[src/rtl/parity_seq_ctrl.sv]
// rtl/parity_seq_ctrl.sv - serial even/odd parity generate/check sequencer
//
// Optional feature macro: PARITY_SEQ_ERR_CNT_EN
//   defined   : saturating parity-error counter on err_count, cleared by clr_count
//   undefined : err_count tied to 0, clr_count ignored
//
// A word is accepted in IDLE, folded one bit per clock through a 1-bit XOR
// accumulator in SHIFT (exactly DATA_W cycles), and the result is held in
// DONE until the consumer takes it. Mode bits are captured on accept only.

module parity_seq_ctrl #(
    parameter int DATA_W = 8,
    parameter int CNT_W  = 8
) (
    input  logic              clk,
    input  logic              rst_n,
    input  logic              in_valid,
    output logic              in_ready,
    input  logic [DATA_W-1:0] in_data,
    input  logic              in_par,
    input  logic              cfg_odd,
    input  logic              cfg_check,
    output logic              out_valid,
    input  logic              out_ready,
    output logic              out_par,
    output logic              out_err,
    output logic              busy,
    input  logic              clr_count,
    output logic [CNT_W-1:0]  err_count
);

    localparam int             BIT_W    = (DATA_W > 2) ? $clog2(DATA_W) : 1;
    localparam logic [BIT_W-1:0] LAST_BIT = BIT_W'(DATA_W - 1);

    typedef enum logic [1:0] {
        IDLE  = 2'd0,
        SHIFT = 2'd1,
        DONE  = 2'd2
    } state_t;

    state_t             state;
    logic [DATA_W-1:0]  sreg;
    logic               acc;
    logic [BIT_W-1:0]   cnt;
    logic               par_l;
    logic               odd_l;
    logic               check_l;

    // Accumulator value including the bit folded on the final SHIFT edge,
    // so the result can be registered on the same edge that enters DONE.
    logic               acc_next;
    assign acc_next = acc ^ sreg[0];

    // Sequencer: accept, serial fold, then hold the registered result until taken.
    always_ff @(posedge clk or negedge rst_n) begin
        if (!rst_n) begin
            state     <= IDLE;
            sreg      <= '0;
            acc       <= 1'b0;
            cnt       <= '0;
            par_l     <= 1'b0;
            odd_l     <= 1'b0;
            check_l   <= 1'b0;
            in_ready  <= 1'b1;
            out_valid <= 1'b0;
            out_par   <= 1'b0;
            out_err   <= 1'b0;
            busy      <= 1'b0;
        end else begin
            case (state)
                IDLE: begin
                    if (in_valid && in_ready) begin
                        sreg     <= in_data;
                        par_l    <= in_par;
                        odd_l    <= cfg_odd;
                        check_l  <= cfg_check;
                        acc      <= 1'b0;
                        cnt      <= '0;
                        in_ready <= 1'b0;
                        busy     <= 1'b1;
                        state    <= SHIFT;
                    end
                end
                SHIFT: begin
                    acc  <= acc_next;
                    sreg <= sreg >> 1;
                    cnt  <= cnt + 1'b1;
                    if (cnt == LAST_BIT) begin
                        out_valid <= 1'b1;
                        out_par   <= acc_next ^ odd_l;
                        out_err   <= check_l & (acc_next ^ par_l ^ odd_l);
                        state     <= DONE;
                    end
                end
                DONE: begin
                    // out_par/out_err are left untouched so they stay stable
                    // for the whole time out_valid is high.
                    if (out_ready) begin
                        out_valid <= 1'b0;
                        in_ready  <= 1'b1;
                        busy      <= 1'b0;
                        state     <= IDLE;
                    end
                end
                default: begin
                    out_valid <= 1'b0;
                    in_ready  <= 1'b1;
                    busy      <= 1'b0;
                    state     <= IDLE;
                end
            endcase
        end
    end

`ifdef PARITY_SEQ_ERR_CNT_EN
    logic [CNT_W-1:0] err_cnt_q;
    logic             result_taken;

    assign result_taken = out_valid && out_ready;

    // Saturating error counter; a clear wins over a same-cycle increment.
    always_ff @(posedge clk or negedge rst_n) begin
        if (!rst_n) begin
            err_cnt_q <= '0;
        end else if (clr_count) begin
            err_cnt_q <= '0;
        end else if (result_taken && out_err && (err_cnt_q != {CNT_W{1'b1}})) begin
            err_cnt_q <= err_cnt_q + 1'b1;
        end
    end

    assign err_count = err_cnt_q;
`else
    logic unused_clr_count;

    assign unused_clr_count = clr_count;
    assign err_count        = '0;
`endif

endmodule
[config.mk]
export PLATFORM = sky130hd
export DESIGN_NAME = parity_seq_ctrl
export DESIGN_NICKNAME = d
export VERILOG_FILES = /design/src/rtl/parity_seq_ctrl.sv
export SDC_FILE = /design/constraint.sdc
export NUM_CORES = 1
export LEC_CHECK = 0
export ABC_AREA = 0
export CAP_MARGIN = 20
export CORE_UTILIZATION = 47
export DETAILED_ROUTE_END_ITERATION = 10
export PLACE_DENSITY = 0.84
export RECOVER_POWER = 100
export SLEW_MARGIN = 10
export SYNTH_ARGS = -nofsm -noshare
export SYNTH_HDL_FRONTEND = slang
export SYNTH_SLANG_ARGS = --single-unit
[constraint.sdc]
create_clock -name clk -period 1.6 [get_ports clk]
set_input_delay 0.32 -clock clk [delete_from_list [all_inputs] [get_ports clk]]
set_output_delay 0.32 -clock clk [all_outputs]
set_load 0.005 [all_outputs]
# After elaboration in Yosys (flattened, before gate mapping)
# Index checks and enable logic that the tools add are counted.
[word_totals]
elab_cells = 52
output_inout_bits = 13
rom_bits = 0
reg_bits = 22
ramBits = 0
memories = 0
latchBits = 0
[classes]
reduce_logical = 9
mux = 17
n_mul = 0
shift = 0
div_mod_pow = 0
bitwise_logic = 7
order_cmp = 0
n_addsub = 1
eq_ne = 6
[op_table]
columns = ["op", "count"]
rows = [
  ["one-hot mux 8 bit (2 select lines)", 1],
  ["one-hot mux 1 bit (3 select lines)", 3],
  ["AND reduction 3 bit", 3],
  ["2-to-1 mux 8 bit", 1],
  ["2-to-1 mux 2 bit", 3],
  ["inequality test 2 bit, second input constant", 3],
  ["one-hot mux 2 bit (3 select lines)", 1],
  ["one-hot mux 3 bit (2 select lines)", 1],
  ["AND reduction 2 bit", 3],
  ["2-to-1 mux 1 bit", 5],
  ["bitwise XOR 1 bit", 4],
  ["adder 3 x 1 -> 3 bit, second input constant", 1],
  ["== test 3 bit, second input constant", 1],
  ["2-to-1 mux 3 bit", 1],
  ["== test 2 x 1 -> 1 bit, second input constant", 1],
  ["== test 2 bit, second input constant", 1],
  ["logical NOT 2 bit", 1],
  ["NOT 1 bit", 2],
  ["one-hot mux 1 bit (2 select lines)", 1],
  ["nonzero test 2 bit", 1],
  ["bitwise AND 1 bit", 1],
  ["logical AND 1 bit", 1],
]

# Logic depth before layout (Yosys ltp)
# Gate-level depths: netlist of the first run.
[depth]
word_depth = 4
depth_mapped = 5
mapped_depth_nobuf = 5

# Worst setup path before layout of the first run
# No wires, ideal clock.
[synth_timing]
kind = "flip-flop to flip-flop"
startpoint = "register in_ready"
endpoint = "register odd_l"
n_path_buf = 1
setup_ns = 0.125
path_stages_with_launch = 4
arrival_ns = 1.215
slack_ns = 0.260
cell_sequence = "dfstp_2 > and4bb_1 > buf_6 > mux2_2"
[synth_between]
elab_chain_len = 2
[synth_lines]
columns = ["item", "line", "text"]
rows = [
  ["start, declared", "18", "output logic in_ready,"],
  ["start signal, assigned", "64", "in_ready <= 1'b1;"],
  ["start signal, assigned", "79", "in_ready <= 1'b0;"],
  ["start signal, assigned", "100", "in_ready <= 1'b1;"],
  ["logical AND 1 bit", "72", "if (in_valid && in_ready) begin"],
  ["AND reduction 2 bit (no source line)", "--", ""],
  ["end signal, assigned", "75", "odd_l <= cfg_odd;"],
  ["end, declared", "46", "logic odd_l;"],
]
# Every way passes these cells.
# A chain may end at the register's enable or synchronous reset.

# Final worst setup path of the first run
[layout_timing]
startpoint = "register out_valid"
endpoint = "output port out_valid"
[layout_rtl]
columns = ["item", "line", "text"]
rows = [
  ["start, declared", "23", "output logic out_valid,"],
  ["start signal, assigned", "65", "out_valid <= 1'b0;"],
  ["start signal, assigned", "89", "out_valid <= 1'b1;"],
  ["start signal, assigned", "99", "out_valid <= 1'b0;"],
]
# No word-level cell between the ends.

==> results of run 1 <==
[through the flow]
step           hold slack (ns)  setup TNS [ns]
6_report                0.4906               0
5_1_grt                 0.5291               0
4_1_cts                 0.3451               0
3_5_place_dp            0.4702         -0.3478
3_3_place_gp            0.4604         -0.2081
2_1_floorplan          0.02441               0
[what timing repair did]
item,CTS,global route
hold buffers,0,0
setup endpoints to repair,1,0
gates resized for setup,1,0
[logic make-up (layout without fill, tap and decap cells)]
group / Yosys count / in the layout
buffers and inverters: 17 / 31
multiplexers: 10 / 10
XOR/XNOR: 2 / 2
adder cells (fa/ha/maj): 2 / 2
other: 1 / 8
AO/OA/AOI/OAI: 23 / 23
flip-flops: 22 / 22
AND/OR/NAND/NOR: 22 / 22
[area by class of cell]
cell class,instances,share of cell area (%)
Sequential cell,22,43.07
Multi-Input combinational cell,67,33.59
Timing Repair Buffer,23,16.70
Clock buffer,4,2.832
Tap cell,27,2.637
Inverter,4,1.172
[synth_stat cells (all sizes together)]
cell type / number / share of area, %
mux2: 2 / 2.1
o21ai: 6 / 2.8
o31ai: 2 / 1.4
nand2b: 2 / 1.2
a21oi: 9 / 4.2
a21o: 1 / 0.82
o2bb2ai: 1 / 0.82
inv: 4 / 1.4
ha: 2 / 2.3
nand2: 8 / 2.8
conb: 1 / 0.35
and4bb: 1 / 1.2
o22a: 1 / 0.93
dfstp: 1 / 2.5
buf: 12 / 9.0
o21bai: 1 / 0.70
xnor3: 1 / 2.1
mux2i: 8 / 7.5
clkbuf: 1 / 0.35
xor2: 1 / 0.82
nand3b: 2 / 1.4
nor2: 9 / 3.2
dfrtp: 21 / 49
o22ai: 2 / 1.2
[power groups by stage]
| stage | Sequential [mW] | Combinational [mW] | Clock, mW |
|---|---|---|---|
| after floorplan | 0.894 | 0.520 | 0 |
| after global placement | 0.907 | 0.654 | 0 |
| final | 0.914 | 0.672 | 0.297 |
| after CTS | 0.916 | 0.692 | 0.307 |
| after detailed placement | 0.928 | 0.686 | 0 |
| after global routing | 0.944 | 0.767 | 0.333 |
[final timing paths]
check / to / slack [ns] / cells past startpoint
hold reg to reg: out_err / 0.49 / 2
max in group asynchronous: cnt[1] / 0.74 / 2
hold / removal: out_err / 0.49 / 2
setup / recovery: out_valid / 0.08 / 1
min in group asynchronous: state[1] / 0.50 / 2
setup reg to reg: sreg[5] / 0.16 / 4
[routing by layer]
metal | vias to the layer above | part of all wire, %
met5 | - | 0
met1 | 344 | 46
met4 | 0 | 1.1
met3 | 2 | 2.3
li1 | 362 | -
met2 | 13 | 50
==> impl_metrics.ini, run 1 <==
[yosys]
syn_avg_cell_area_um2 = 10.82
synth_simple_gate_area_share_pct = 9.696
synth_fa_ha_area_share_pct = 2.336
ys_warn_count = 0
muxShareOfSynthArea_pct = 9.579
synth_cells = 99
synth_compound_area_share_pct = 12.85
synth-xor-area-share_pct = 2.921
ys_seq_area_share_pct = 51.52
ys_ff_latch = 22
mappedNetlistArea_mm2 = 0.001071
synth.distinct_cells = 27
synth_top_family_by_area = compound AO/OA/AOI/OAI gates

[cells_and_area]
largest_reg_flops = 8
fillCellCount = 174
n_antenna_cell = 0
reg.largest.list = sreg: 8 flops, cnt: 3 flops, state: 2 flops
fin_cells = 147
layout_commonest_cell = dfrtp_1
final_cell_area_mm2 = 0.001281
post-route-util_pct = 62.75
seqCellArea_um2 = 551.8
drive_gt1_share_pct = 10.00
nets = 139
layout_common_cells = dfrtp_1 (21), clkdlybuf4s50_1 (17), nor2_1 (9), a21oi_1 (9)
multi_input_area_um2 = 430.4
largest-register = sreg
area_delta_synth_final_pct = 19.63

[worst_setup_path]
cp_cell_sequence = clkdlybuf4s50_1
worstPathRequired_ns = 1.28
r2r-start = in_ready
end_kind = output pin
crit_path_top_delay_cell = clkdlybuf4s50_1
arrival_ns = 1.20
cp-start-kind = flop
worstSetupPathType = flop to output pin
slowest_delay_ns = 0.52
startpoint = out_valid
cp_max_fo = 3
critPathBufInv = 1
cp_top_family = buffers and inverters

[clocking]
clk_pin_slew_worst_paths_ns = 0.12
root_buffer = clkbuf_4
cts_tree = built
worstSkewPairLatency_ns = 0.30
clock_path_buffers = 2
postCtsSetupBuffers = 0
htreeDepth = 1
cts_sinks = 22
cts_made_buffers = 3

[power_and_ir_drop]
power_frac_seq_pct = 48.5
pwr-share-comb_pct = 35.7
power_density_mw_per_mm2 = 1470
ir_worst_vdd_mv = 0.6975
sw_frac_of_total_pct = 32.30
clockPowerShare_pct = 15.8
netSwitchingPower_mw = 0.6085
cellLeakagePower_nw = 0.5712
power_mw = 1.884
internal_power_mw = 1.275

[grt]
grt_pass1_wl_mm = 2.918
first_global_vias = 665
antenna_found_initial = 0
track_usage_pct = 16.00
grt_max_degree = 23
busiest_layer = met2
grt.met2_usage_pct = 27.25
overflow = 0
grtUsageMet3_pct = 2.160
grt_util_met1_pct = 19.44

[floorplanning]
die_area_mm2 = 0.002474
io_pins = 29
rows = 16
die_height_um = 49.74
dieWidth_um = 49.74
coreArea_mm2 = 0.002042
start_util_pct = 52.45

[detailed_routing]
first_iter_violations = 15
drc = 0
dr.pass1.iters = 3
routed_via_density = 4.905
routedWlPerCell_um = 11.68
wirelength_mm = 1.717
ant_nets = 0
num_vias = 721

[timing]
tightest_slew_ns = 0.5273
setup_slack_ns = 0.07537
fin_crit_sh_pct = 95.29
fmax_mhz = 655.9
layout_min_cycle_time_ns = 1.525
skew_ns = 0.007232
rsz0062_at_grt = no
setup_viol_count_final = 0
drv_slew = 0
hold_viol = 0
max_slew_margin_pct = 64.85

[flow_run]
max_cap_violations = 0

[placed_design]
portBuffers = 19
dp_hpwl_mm = 1.253
dp_slack_ns = -0.06038
gp_congestion = 0.7562
place_inst = 143
placed_area_mm2 = 0.001251

[status]
status = complete, no violations

[hold_path]
min_from = out_err
hold_class = flop to flop
Power figures use the tool's default switching activity.
==> run 2, diff against run 1 <==
==> constraint.sdc (replaced) <==
create_clock -name clk -period 1.6 [get_ports clk]
set_input_delay 0.32 -clock clk [delete_from_list [all_inputs] [get_ports clk]]
set_output_delay 0.32 -clock clk [all_outputs]
set_load 0.1 [all_outputs]
==> impl_metrics.ini, run 2 (synthesis results as in run 1) <==
[status]
status = complete, no violations

[grt]
antenna_found_initial = 0
first_global_vias = 729
overflow = 0
grt_max_degree = 21
grt_pass1_wl_mm = 3.201
track_usage_pct = 17.63

[clocking]
cts_sinks = 22
cts_hold_buf = 0
clock_path_buffers = 2
worstSkewPairLatency_ns = 0.30
htreeDepth = 1
root_buffer = clkbuf_4
cts_made_buffers = 3
cts_tree = built
clk_pin_slew_worst_paths_ns = 0.12

[timing]
skew_ns = 0.01116
layout_min_cycle_time_ns = 1.570
hold_viol = 0
fin_crit_sh_pct = 98.11
setup_viol_count_final = 0
setup_slack_ns = 0.03017
fin_setup_tns_ns = 0
fmax_mhz = 637.0
drv_slew = 0

[worst_setup_path]
cp-start-kind = flop
arrival_ns = 1.74
startpoint = in_ready
worstPathRequired_ns = 1.78
end_kind = flop
worstSetupPathType = flop to flop
cp_max_fo = 7
r2r-start = in_ready

[cells_and_area]
area_delta_synth_final_pct = 28.04
multi_input_area_um2 = 434.2
largest_reg_flops = 8
drive_gt1_share_pct = 17.89
n_antenna_cell = 0
post-route-util_pct = 67.16
largest-register = sreg
fin_cells = 150
reg.largest.list = sreg: 8 flops, cnt: 3 flops, state: 2 flops
final_cell_area_mm2 = 0.001371
layout_common_cells = dfrtp_1 (21), clkdlybuf4s50_1 (13), nor2_1 (9), a21oi_1 (9)
fillCellCount = 164
seqCellArea_um2 = 555.5
layout_commonest_cell = dfrtp_1
nets = 142

[power_and_ir_drop]
ir_worst_vdd_mv = 1.169
power_density_mw_per_mm2 = 1664
cellLeakagePower_nw = 0.6077

[placed_design]
dp_slack_ns = -0.1667
dp_hpwl_mm = 1.433
placed_area_mm2 = 0.001333
gp_congestion = 0.7522
portBuffers = 19
place_inst = 145

[hold_path]
hold_class = input pin to asynchronous set/reset pin

[detailed_routing]
routedWlPerCell_um = 12.87
dr.pass1.iters = 4
wirelength_mm = 1.931
num_vias = 755
first_iter_violations = 6
routed_via_density = 5.033
drc = 0
ant_nets = 0

[floorplanning]
rows = 16
die_height_um = 49.74
start_util_pct = 52.45
die_area_mm2 = 0.002474
io_pins = 29
coreArea_mm2 = 0.002042
dieWidth_um = 49.74

[flow_run]
max_cap_violations = 0
## run 2: area by class of cell
| type | instances | share of cell area, % |
|---|---|---|
| clock buffer | 4 | 1.916 |
| inverter | 4 | 1.095 |
| multi-input combinational | 67 | 31.66 |
| sequential | 22 | 40.51 |
| tap | 27 | 2.463 |
| timing repair buffer | 26 | 22.35 |
## run 2: path summary, 6_finish.rpt
kind,endpoint,slack [ns],depth (start not counted)
setup / recovery,sreg[5],0.03,4
setup reg to reg,sreg[5],0.03,4
hold / removal,busy,0.25,1
max in group asynchronous,in_ready,0.67,2
hold reg to reg,out_err,0.54,2
min in group clk,out_err,0.54,2
## run 2: report_power, final
| group | switching (mW) | internal, mW | total (mW) |
|---|---|---|---|
| Sequential | 0.168 | 0.772 | 0.940 |
| Combinational | 0.642 | 0.451 | 1.09 |
| Clock | 0.152 | 0.0968 | 0.249 |
## run 2: through the flow
stage               total power, mW  hold slack, ns
CTS                           2.297          0.1691
global placement              1.963          0.4843
floorplan                     1.721         0.02441
finish                        2.282          0.2453
detailed placement            2.040          0.5059
global route                  2.455          0.2281
## run 2: worst max-delay path: stages, from the launching register on
cell and delay [ns]:
dfstp_4 0.64, and4bb_2 0.30, buf_6 0.17, mux2i_2 0.24, a21oi_1 0.10
## run 2: routing by layer
layer	track usage [%]	part of all wire, %	vias to the layer above
met1	21.40	42	368
met5	0	0	-
met2	30.86	54	14
li1	-	-	371
met3	1.852	2.2	2
met4	8.571	1.4	0
## run 2: what timing repair did
action / 4_1_cts / 5_1_grt
endpoints found under the hold margin: 0 / 0
pin swaps: 0 / 1
setup buffers: 0 / 1
resized for setup: 2 / 1
setup endpoints to repair: 1 / 1
